`config.mk`:
```
export PLATFORM = sky130hd
export DESIGN_NAME = pb_event_decoder_flat
export DESIGN_NICKNAME = d
export VERILOG_FILES = /design/src/rtl/pb_event_decoder_if.sv /design/src/rtl/pb_event_decoder.sv /design/src/flat_wrapper.sv
export SDC_FILE = /design/constraint.sdc
export NUM_CORES = 1
export LEC_CHECK = 0
export ABC_AREA = 1
export BUFFER_PORTS_ARGS = -buffer_cell sky130_fd_sc_hd__buf_2
export CAP_MARGIN = 20
export CORE_MARGIN = 10
export CORE_UTILIZATION = 52
export CTS_BUF_LIST = sky130_fd_sc_hd__clkbuf_16
export DETAILED_ROUTE_END_ITERATION = 16
export HOLD_SLACK_MARGIN = 0.1
export PLACE_DENSITY = 0.78
export SYNTH_ARGS = -nofsm -noshare
export SYNTH_HDL_FRONTEND = slang
export SYNTH_SLANG_ARGS = --single-unit
```
`constraint.sdc`:
```
create_clock -name CLK -period 1.6 [get_ports CLK]
set_input_delay 0 -clock CLK [delete_from_list [all_inputs] [get_ports CLK]]
set_output_delay 0 -clock CLK [all_outputs]
set_load 0.02 [all_outputs]
```
`src/rtl/pb_event_decoder_if.sv`:
```
// Push-button event bus: debounced button inputs toward the decoder, registered events back.
// The decoder connects through the slave modport; the button source/consumer uses master.
interface pb_event_decoder_if;
   logic       PB_STATE;
   logic       PB_DOWN;
   logic       PRESS_P;
   logic       RELEASE_P;
   logic       SHORT_P;
   logic       LONG_P;
   logic       REPEAT_P;
   logic       HOLD;
   logic [7:0] PRESS_CNT;

   modport master (
      output PB_STATE,
      output PB_DOWN,
      input  PRESS_P,
      input  RELEASE_P,
      input  SHORT_P,
      input  LONG_P,
      input  REPEAT_P,
      input  HOLD,
      input  PRESS_CNT
   );

   modport slave (
      input  PB_STATE,
      input  PB_DOWN,
      output PRESS_P,
      output RELEASE_P,
      output SHORT_P,
      output LONG_P,
      output REPEAT_P,
      output HOLD,
      output PRESS_CNT
   );
endinterface

```
`src/rtl/pb_event_decoder.sv`:
```
// Push-button event decoder: press/release/short/long pulses, hold level and press counter.
// Define PB_AUTO_REPEAT_EN to build the auto-repeat counter that drives REPEAT_P while long-held.
module pb_event_decoder #(
   parameter int unsigned LONG_CYCLES   = 1000,
   parameter int unsigned REPEAT_CYCLES = 200
) (
   input  logic                CLK,
   input  logic                RESETn,
   pb_event_decoder_if.slave   pb
);

   typedef enum logic [1:0] {
      StIdle,
      StPressed,
      StLong
   } state_e;

   localparam logic [15:0] LongLast = 16'(LONG_CYCLES - 1);

   if (LONG_CYCLES < 2 || LONG_CYCLES > 65535 ||
       REPEAT_CYCLES < 1 || REPEAT_CYCLES > 65535) begin : gen_param_err
      $error("pb_event_decoder: LONG_CYCLES or REPEAT_CYCLES out of legal range");
   end

   state_e      state_q, state_d;
   logic [15:0] hold_cnt_q, hold_cnt_d;
   logic [15:0] hold_cnt_inc;
   logic [7:0]  press_cnt_q, press_cnt_d;
   logic        press_p_q, press_p_d;
   logic        release_p_q, release_p_d;
   logic        short_p_q, short_p_d;
   logic        long_p_q, long_p_d;
   logic        repeat_p_q, repeat_p_d;
   logic        hold_q, hold_d;
   logic        pressed;

   // A debouncer mismatch between level and flag is deliberately read as released.
   assign pressed = pb.PB_DOWN & ~pb.PB_STATE;

   assign hold_cnt_inc = (hold_cnt_q == 16'hFFFF) ? hold_cnt_q : hold_cnt_q + 16'd1;

   always_comb begin
      state_d     = state_q;
      hold_cnt_d  = hold_cnt_q;
      press_cnt_d = press_cnt_q;
      press_p_d   = 1'b0;
      release_p_d = 1'b0;
      short_p_d   = 1'b0;
      long_p_d    = 1'b0;

      unique case (state_q)
         StIdle: begin
            if (pressed) begin
               state_d     = StPressed;
               press_p_d   = 1'b1;
               hold_cnt_d  = 16'd0;
               press_cnt_d = press_cnt_q + 8'd1;
            end
         end
         StPressed: begin
            // Release takes priority over a threshold hit on the same edge.
            if (!pressed) begin
               state_d     = StIdle;
               release_p_d = 1'b1;
               short_p_d   = 1'b1;
            end else if (hold_cnt_q == LongLast) begin
               state_d    = StLong;
               long_p_d   = 1'b1;
               hold_cnt_d = hold_cnt_inc;
            end else begin
               hold_cnt_d = hold_cnt_inc;
            end
         end
         StLong: begin
            if (!pressed) begin
               state_d     = StIdle;
               release_p_d = 1'b1;
            end else begin
               hold_cnt_d = hold_cnt_inc;
            end
         end
         default: state_d = StIdle;
      endcase

      hold_d = (state_d != StIdle);
   end

`ifdef PB_AUTO_REPEAT_EN
   localparam logic [15:0] RepeatLast = 16'(REPEAT_CYCLES - 1);

   logic [15:0] rep_cnt_q, rep_cnt_d;

   always_comb begin
      rep_cnt_d  = rep_cnt_q;
      repeat_p_d = 1'b0;
      if (state_q == StPressed && state_d == StLong) begin
         rep_cnt_d = 16'd0;
      end else if (state_q == StLong && pressed) begin
         if (rep_cnt_q == RepeatLast) begin
            repeat_p_d = 1'b1;
            rep_cnt_d  = 16'd0;
         end else begin
            rep_cnt_d = rep_cnt_q + 16'd1;
         end
      end
   end

   always_ff @(posedge CLK or negedge RESETn) begin
      if (!RESETn) begin
         rep_cnt_q <= 16'd0;
      end else begin
         rep_cnt_q <= rep_cnt_d;
      end
   end
`else
   assign repeat_p_d = 1'b0;
`endif

   always_ff @(posedge CLK or negedge RESETn) begin
      if (!RESETn) begin
         state_q     <= StIdle;
         hold_cnt_q  <= 16'd0;
         press_cnt_q <= 8'd0;
         press_p_q   <= 1'b0;
         release_p_q <= 1'b0;
         short_p_q   <= 1'b0;
         long_p_q    <= 1'b0;
         repeat_p_q  <= 1'b0;
         hold_q      <= 1'b0;
      end else begin
         state_q     <= state_d;
         hold_cnt_q  <= hold_cnt_d;
         press_cnt_q <= press_cnt_d;
         press_p_q   <= press_p_d;
         release_p_q <= release_p_d;
         short_p_q   <= short_p_d;
         long_p_q    <= long_p_d;
         repeat_p_q  <= repeat_p_d;
         hold_q      <= hold_d;
      end
   end

   assign pb.PRESS_P   = press_p_q;
   assign pb.RELEASE_P = release_p_q;
   assign pb.SHORT_P   = short_p_q;
   assign pb.LONG_P    = long_p_q;
   assign pb.REPEAT_P  = repeat_p_q;
   assign pb.HOLD      = hold_q;
   assign pb.PRESS_CNT = press_cnt_q;

endmodule

```
`src/flat_wrapper.sv`:
```
// flat-port wrapper written by rule: the top's interface ports become plain ports
module pb_event_decoder_flat 
#(
   parameter int unsigned LONG_CYCLES   = 1000,
   parameter int unsigned REPEAT_CYCLES = 200
)
  (CLK, RESETn, pb_PB_STATE, pb_PB_DOWN, pb_PRESS_P, pb_RELEASE_P, pb_SHORT_P, pb_LONG_P, pb_REPEAT_P, pb_HOLD, pb_PRESS_CNT);
  pb_event_decoder_if pb_i ();
  input  logic CLK;
  input  logic RESETn;
  input wire logic [$bits(pb_i.PB_STATE)-1:0] pb_PB_STATE;
  input wire logic [$bits(pb_i.PB_DOWN)-1:0] pb_PB_DOWN;
  output wire logic [$bits(pb_i.PRESS_P)-1:0] pb_PRESS_P;
  output wire logic [$bits(pb_i.RELEASE_P)-1:0] pb_RELEASE_P;
  output wire logic [$bits(pb_i.SHORT_P)-1:0] pb_SHORT_P;
  output wire logic [$bits(pb_i.LONG_P)-1:0] pb_LONG_P;
  output wire logic [$bits(pb_i.REPEAT_P)-1:0] pb_REPEAT_P;
  output wire logic [$bits(pb_i.HOLD)-1:0] pb_HOLD;
  output wire logic [$bits(pb_i.PRESS_CNT)-1:0] pb_PRESS_CNT;
  assign pb_i.PB_STATE = pb_PB_STATE;
  assign pb_i.PB_DOWN = pb_PB_DOWN;
  assign pb_PRESS_P = pb_i.PRESS_P;
  assign pb_RELEASE_P = pb_i.RELEASE_P;
  assign pb_SHORT_P = pb_i.SHORT_P;
  assign pb_LONG_P = pb_i.LONG_P;
  assign pb_REPEAT_P = pb_i.REPEAT_P;
  assign pb_HOLD = pb_i.HOLD;
  assign pb_PRESS_CNT = pb_i.PRESS_CNT;
  pb_event_decoder #(.LONG_CYCLES(LONG_CYCLES), .REPEAT_CYCLES(REPEAT_CYCLES)) u_core (.CLK(CLK), .RESETn(RESETn), .pb(pb_i));
endmodule
```
==> impl_metrics.csv, run 1 <==
group,metric,value,unit
synthesis,synth.area.top_cells,"dfrtp_1 (43%), nand2_1 (14%), inv_1 (7.1%), nand3_1 (6.4%), nor2_1 (5.0%)",
floorplan,die_h,78.9,um
synthesis,synth_cells,240,
cells_and_area,antenna_cells,0,
sta,whs,295,ps
critical_path,crit_start,"u_core.hold_cnt_q[4]",
critical_path,crit_fanout,16,
sta,layout_min_cycle_time,1560,ps
sta,fin_crit_sh,97.2,%
route,ant_nets,0,
sta,setup_viol_count_final,0,
sta,drv_slew,0,
critical_path,reg2reg_depth,8,
sta,setup-tns-final,0,ps
cts,clk-insertion-delay-late,270,ps
floorplan,rows,21,
route,initialDrtViolationCount,148,
pwr,ir_drop,0.738,mV
grt,grt.total_usage,13.1,%
floorplan,start_util,54.1,%
synthesis,synth_area_leader_cell,"dfrtp_1",
critical_path,crit_required,1740,ps
place,dp_slack,49.9,ps
cells_and_area,post_route_cells_drive_above_1_share,21.0,%
grt,antenna_found_initial,0,
floorplan,core_area,0.00334,mm2
route,drt-total-wl,4.09,mm
critical_path,end_kind,"flip-flop",
critical_path,cpPeakStageDelay,420,ps
critical_path,cp-start-kind,"flip-flop",
cells_and_area,fill_cells,246,
sta,hold_viol,0,
run_status,status,"finished clean",
hold_path,hold_path_class,"in -> async",
grt,grt_start_max_net_pins,32,
place,io_buffers,16,
route,drtPass1Iterations,4,
critical_path,timing.rr.start,"u_core.hold_cnt_q[4]",
sta,max-slew-margin-rel,55.6,%
synthesis,synth_top_cell_area_share,43.0,%
cells_and_area,layout_common_cells,"nand2_1 (65), inv_1 (32), dfrtp_1 (30)",
route,wire_per_inst,12.7,um
critical_path,crit_type,"reg -> reg",
sta,fmax,643,MHz
route,num_vias,1645,
route,viasPerCell,5.11,
cells_and_area,final_util,68.8,%
grt,overflow,0,
synthesis,yosysSeqAreaShare,43.0,%
floorplan,die_width,78.9,um
cells_and_area,multi_input_area,897,um2
cts,h-tree-depth,2,
synthesis,synth_area,0.00180,mm2
synthesis,yosys_warnings,0,
critical_path,cp_slowest_cell,"dfrtp_1",
synthesis,synth_cell_types,22,
cells_and_area,seq_area,777,um2
cells_and_area,final_common_cell,"nand2_1",
grt,grt_pass1_vias,1520,
cts,root_buffer,"clkbuf_16",
sta,tightest_slew,666,ps
cts,cts.reportedPaths.clkPinSlew,50,ps
cells_and_area,num-nets-final,285,
floorplan,ios,18,
route,drc,0,
sta,setup_ws,44.9,ps
cts,cts_buffer_depth,2,
floorplan,die_area,0.00623,mm2
pwr,p_leak,0.00116,uW
cts,tritoncts,"done",
cells_and_area,area_delta_synth_final,27.3,%
cts,cts.sinks,31,
pwr,power_density,1240,mW/mm2
critical_path,crit_top_cell,"nand2_4",
place,dp_hpwl,2.77,mm
job,maxCapViolations,0,
place,dp_cells,308,
critical_path,cp.arrival,1700,ps
grt,grt_first_pass_wirelength,6.72,mm
sta,fin_worst_skew,3.83,ps
cts,cts_buffers,5,
synthesis,synth_seq_cells,31,
synthesis,synth_nets,250,
place,place.gp.congestion,0.937,
synthesis,synth.avg_cell_area,7.52,um2
cells_and_area,final_cells,322,
critical_path,path_cells,"nand2_1 > nor2_2 > nand2_4 > nor2_4 > nand2_2 > nand2_4 > buf_12 > o21ai_0",
==> synthesized netlist by cell type, drive strengths merged <==
cell type	number
o21ai	18
ha	6
o211ai	1
clkbuf	2
xnor2	4
nand4	7
nand3	23
dfrtp	31
nand2	69
conb	1
nor3	2
nor2	28
buf	5
xor2	7
inv	34
a21oi	2
==> state kept, by name, indices dropped and copies added (netlist names) <==
register / flops
u_core.pb.PRESS_P: 1
u_core.pb.HOLD: 1
u_core.hold_cnt_q: 16
u_core.pb.RELEASE_P: 1
u_core.pb.PRESS_CNT: 8
u_core.pb.LONG_P: 1
u_core.pb.SHORT_P: 1
u_core.state_q: 2
==> power by group <==
part	internal [uW]	leakage [uW]	total, uW	switching (uW)
registers	907	0.000418	1010	98.9
clock network	724	0.0000812	1040	319
logic	314	0.000662	793	479
total	1940	0.00116	2840	896
==> final cells by class <==
cell class	instances	share of cell area, %
Multi-Input combinational cell	168	39.1
Tap cell	46	2.51
Sequential cell	31	33.8
Timing Repair Buffer	35	11.9
Clock buffer	5	5.45
Inverter	34	5.56
Clock inverter	3	1.69
==> repair_timing <==
| item | in CTS | in global routing |
|---|---|---|
| hold buffers | 3 | 0 |
| buffers inserted | 0 | 2 |
| hold endpoints to repair | 33 | 0 |
| gates resized for setup | 0 | 17 |
| endpoints found under the setup margin | 0 | 19 |
==> layer usage <==
metal	vias to the layer above	routed length [um]	GRT usage, %	share of wire [%]
li1	820	-	-	-
met1	759	1760	15.8	43
met2	56	1990	21.5	49
met3	10	248	3.49	6.1
met4	0	86	5.91	2.1
met5	-	0	0	0
==> per-stage QoR <==
stage | instance area, um2 | total power (uW)
floorplan | 1800 | 1480
global placement | 2010 | 1740
detailed placement | 2010 | 1760
CTS | 2200 | 2810
global route | 2300 | 3000
finish | 2300 | 2840
==> worst max-delay path, delay by kind of cell (launching register included) <==
kind	cells	cell delay (ps)
AOI/OAI and AO/OA	1	110
buffers and inverters	1	150
DFF	1	420
and+or+nand+nor	6	740
==> final timing paths <==
| path | to | slack, ps |
|---|---|---|
| min in group CLK | u_core.pb.PRESS_CNT[3] | 300 |
| hold / removal | u_core.hold_cnt_q[0] | 300 |
| setup / recovery | u_core.hold_cnt_q[12] | 40 |
| hold reg to reg | u_core.pb.PRESS_CNT[7] | 480 |
| setup reg to reg | u_core.hold_cnt_q[12] | 40 |
| max in group asynchronous | u_core.hold_cnt_q[6] | 840 |
==> cells by family after synthesis <==
| logic type | synth area share [%] |
|---|---|
| and+or+nand+nor | 30.7 |
| buffers and inverters | 10.3 |
| other | 0.208 |
| adders and majority gates | 4.16 |
| xor gates and xnor gates | 5.34 |
| AOI/OAI and AO/OA | 6.38 |
| DFF | 43.0 |
Note: power is estimated with default switching activity, not from simulation.
==> inputs of run 2 (changes only) <==
--- a/config.mk
+++ b/config.mk
@@ -14,6 +14,7 @@
 export DETAILED_ROUTE_END_ITERATION = 16
 export HOLD_SLACK_MARGIN = 0.1
 export PLACE_DENSITY = 0.78
+export RECOVER_POWER = 25
 export SYNTH_ARGS = -nofsm -noshare
 export SYNTH_HDL_FRONTEND = slang
 export SYNTH_SLANG_ARGS = --single-unit
==> run 2 against run 1 <==
Net effect:
- hold slack improved by 1.8 ps
- core utilization fell by 0.26 points
- non-clock buffer count did not move
- worst setup slack got worse by 1.1 ps
- power fell by 0.27%
- count of clock-buffer cells in the layout did not move
- clock power barely moved
- via count rose by 0.36%
- die area did not move
- register-to-register slack barely moved
- fmax barely moved
- sequential share of layout area rose by 0.13 points
- largest power group unchanged
- highest routed layer unchanged
==> impl_metrics.csv, run 2 (synthesized netlist as in run 1, its figures left out) <==
group,metric,value,unit
critical_path,crit_fanout,16,
cells_and_area,post_route_cells_drive_above_1_share,18.5,%
route,num_vias,1651,
sta,fin_crit_sh,97.3,%
pwr,clockPowerShare,36.7,%
grt,overflow,0,
route,wire_per_inst,12.8,um
cells_and_area,largest_reg_flops,16,
sta,whs,297,ps
route,viasPerCell,5.13,
route,met3_length,263,um
grt,grt_start_max_net_pins,32,
cells_and_area,fill_cells,251,
sta,drv_slew,0,
sta,hold_viol,0,
cells_and_area,antenna_cells,0,
critical_path,cp-start-kind,"flip-flop",
route,met1_length,1.77,mm
floorplan,die_h,78.9,um
sta,fin_worst_skew,3.36,ps
floorplan,die_width,78.9,um
place,place.gp.congestion,0.937,
cts,h-tree-depth,2,
sta,setup-tns-final,0,ps
cells_and_area,num-nets-final,285,
critical_path,cp_slowest_cell,"dfrtp_1",
cts,clk-insertion-delay-late,270,ps
floorplan,ios,18,
critical_path,crit_type,"reg -> reg",
pwr,seqPwrFrac,35.6,%
route,ant_nets,0,
place,dp_hpwl,2.77,mm
sta,fmax,643,MHz
critical_path,crit_required,1740,ps
job,maxCapViolations,0,
cts,root_buffer,"clkbuf_16",
sta,setup_ws,43.7,ps
route,dr_wl_met2,2.00,mm
route,drtPass1Iterations,5,
cells_and_area,layout_common_cells,"nand2_1 (65), inv_1 (32), dfrtp_1 (30)",
sta,max-slew-margin-rel,50.5,%
pwr,p_int,1940,uW
cells_and_area,area_delta_synth_final,26.8,%
critical_path,cpPeakStageDelay,350,ps
grt,grt_first_pass_wirelength,6.72,mm
grt,grt.total_usage,13.1,%
place,io_buffers,16,
sta,layout_min_cycle_time,1560,ps
cells_and_area,top_register,"u_core.hold_cnt_q",
route,drt-total-wl,4.11,mm
critical_path,cp.arrival,1700,ps
route,drc,0,
route,initialDrtViolationCount,137,
floorplan,start_util,54.1,%
cells_and_area,final_common_cell,"nand2_1",
floorplan,die_area,0.00623,mm2
critical_path,path_cells,"ha_2 > nand2_2 > nor2_4 > nand2_4 > nor2_4 > nand2_2 > nand2_4 > buf_12 > o21ai_0",
place,dp_slack,49.9,ps
floorplan,rows,21,
critical_path,end_kind,"flip-flop",
cts,cts.sinks,31,
cells_and_area,multi_input_area,897,um2
cts,cts_buffers,5,
pwr,p_sw_share,31.7,%
cts,cts_buffer_depth,2,
route,routed.top_layer,"met4",
run_status,status,"finished clean",
cts,cts.reportedPaths.clkPinSlew,50,ps
grt,grt_pass1_vias,1520,
pwr,power_frac_comb,27.7,%
sta,tightest_slew,743,ps
cells_and_area,seq_area,777,um2
floorplan,core_area,0.00334,mm2
pwr,ir_drop,0.738,mV
pwr,p_leak,0.00113,uW
sta,setup_viol_count_final,0,
hold_path,hold_path_class,"in -> reg",
cts,tritoncts,"done",
pwr,p_switching,898,uW
pwr,power_density,1240,mW/mm2
critical_path,ff2ff_setup_slack,40,ps
grt,antenna_found_initial,0,
run 2: final timing paths:
path | startpoint | endpoint | cells past startpoint
worst min-delay path | pb_PB_DOWN | u_core.pb.PRESS_CNT[3] | 7
worst max register to register | u_core.hold_cnt_q[0] | u_core.hold_cnt_q[12] | 9
worst max-delay path | u_core.hold_cnt_q[0] | u_core.hold_cnt_q[12] | 9
min in group asynchronous | RESETn | u_core.hold_cnt_q[0] | 2
worst min register to register | u_core.pb.PRESS_CNT[7] | u_core.pb.PRESS_CNT[7] | 1
max in group asynchronous | RESETn | u_core.hold_cnt_q[6] | 2
run 2: what timing repair did:
| action | 4_1_cts | 5_1_grt |
|---|---|---|
| hold buffers | 3 | 0 |
| endpoints found under the hold margin | 33 | 0 |
| resized for setup | 0 | 17 |
| setup buffers | 0 | 2 |
| endpoints found under the setup margin | 0 | 19 |
run 2: per-stage QoR:
stage | cell area (um2) | util (%) | instances | total power, uW
global route | 2290 | 68.5 | 322 | 2990
detailed placement | 2010 | 60.1 | 308 | 1760
CTS | 2200 | 66.0 | 319 | 2810
floorplan | 1800 | - | 240 | 1480
global placement | 2010 | 60.1 | 308 | 1740
finish | 2290 | 68.5 | 322 | 2830
run 2: layout make-up:
| cell class | count | area share (%) |
|---|---|---|
| clock buffers | 5 | 5.47 |
| well taps | 46 | 2.52 |
| flip-flops and latches | 31 | 34.0 |
| inverters | 34 | 5.58 |
| multi-input cells | 168 | 39.2 |
| repair buffers | 35 | 11.5 |
| clock inverters | 3 | 1.70 |
run 2: critical path, delay by kind of cell (launching register included):
| family | cells | cell delay, ps |
|---|---|---|
| AOI/OAI and AO/OA | 1 | 110 |
| adders and majority gates | 1 | 190 |
| buffers and inverters | 1 | 150 |
| DFF | 1 | 350 |
| and+or+nand+nor | 6 | 640 |
run 2: layer usage:
layer | vias to the layer above | track usage (%)
li1 | 820 | -
met1 | 759 | 15.8
met2 | 62 | 21.5
met3 | 10 | 3.49
met4 | 0 | 5.91
met5 | - | 0
run 2: power by group through the flow:
| stage | sequential (uW) | clock [uW] | combinational, uW |
|---|---|---|---|
| after floorplan | 1130 | 0 | 349 |
| after detailed placement | 1020 | 0 | 740 |
| after CTS | 1010 | 1060 | 749 |
| final | 1010 | 1040 | 784 |
| after global placement | 1010 | 0 | 729 |
| after global routing | 1030 | 1090 | 869 |
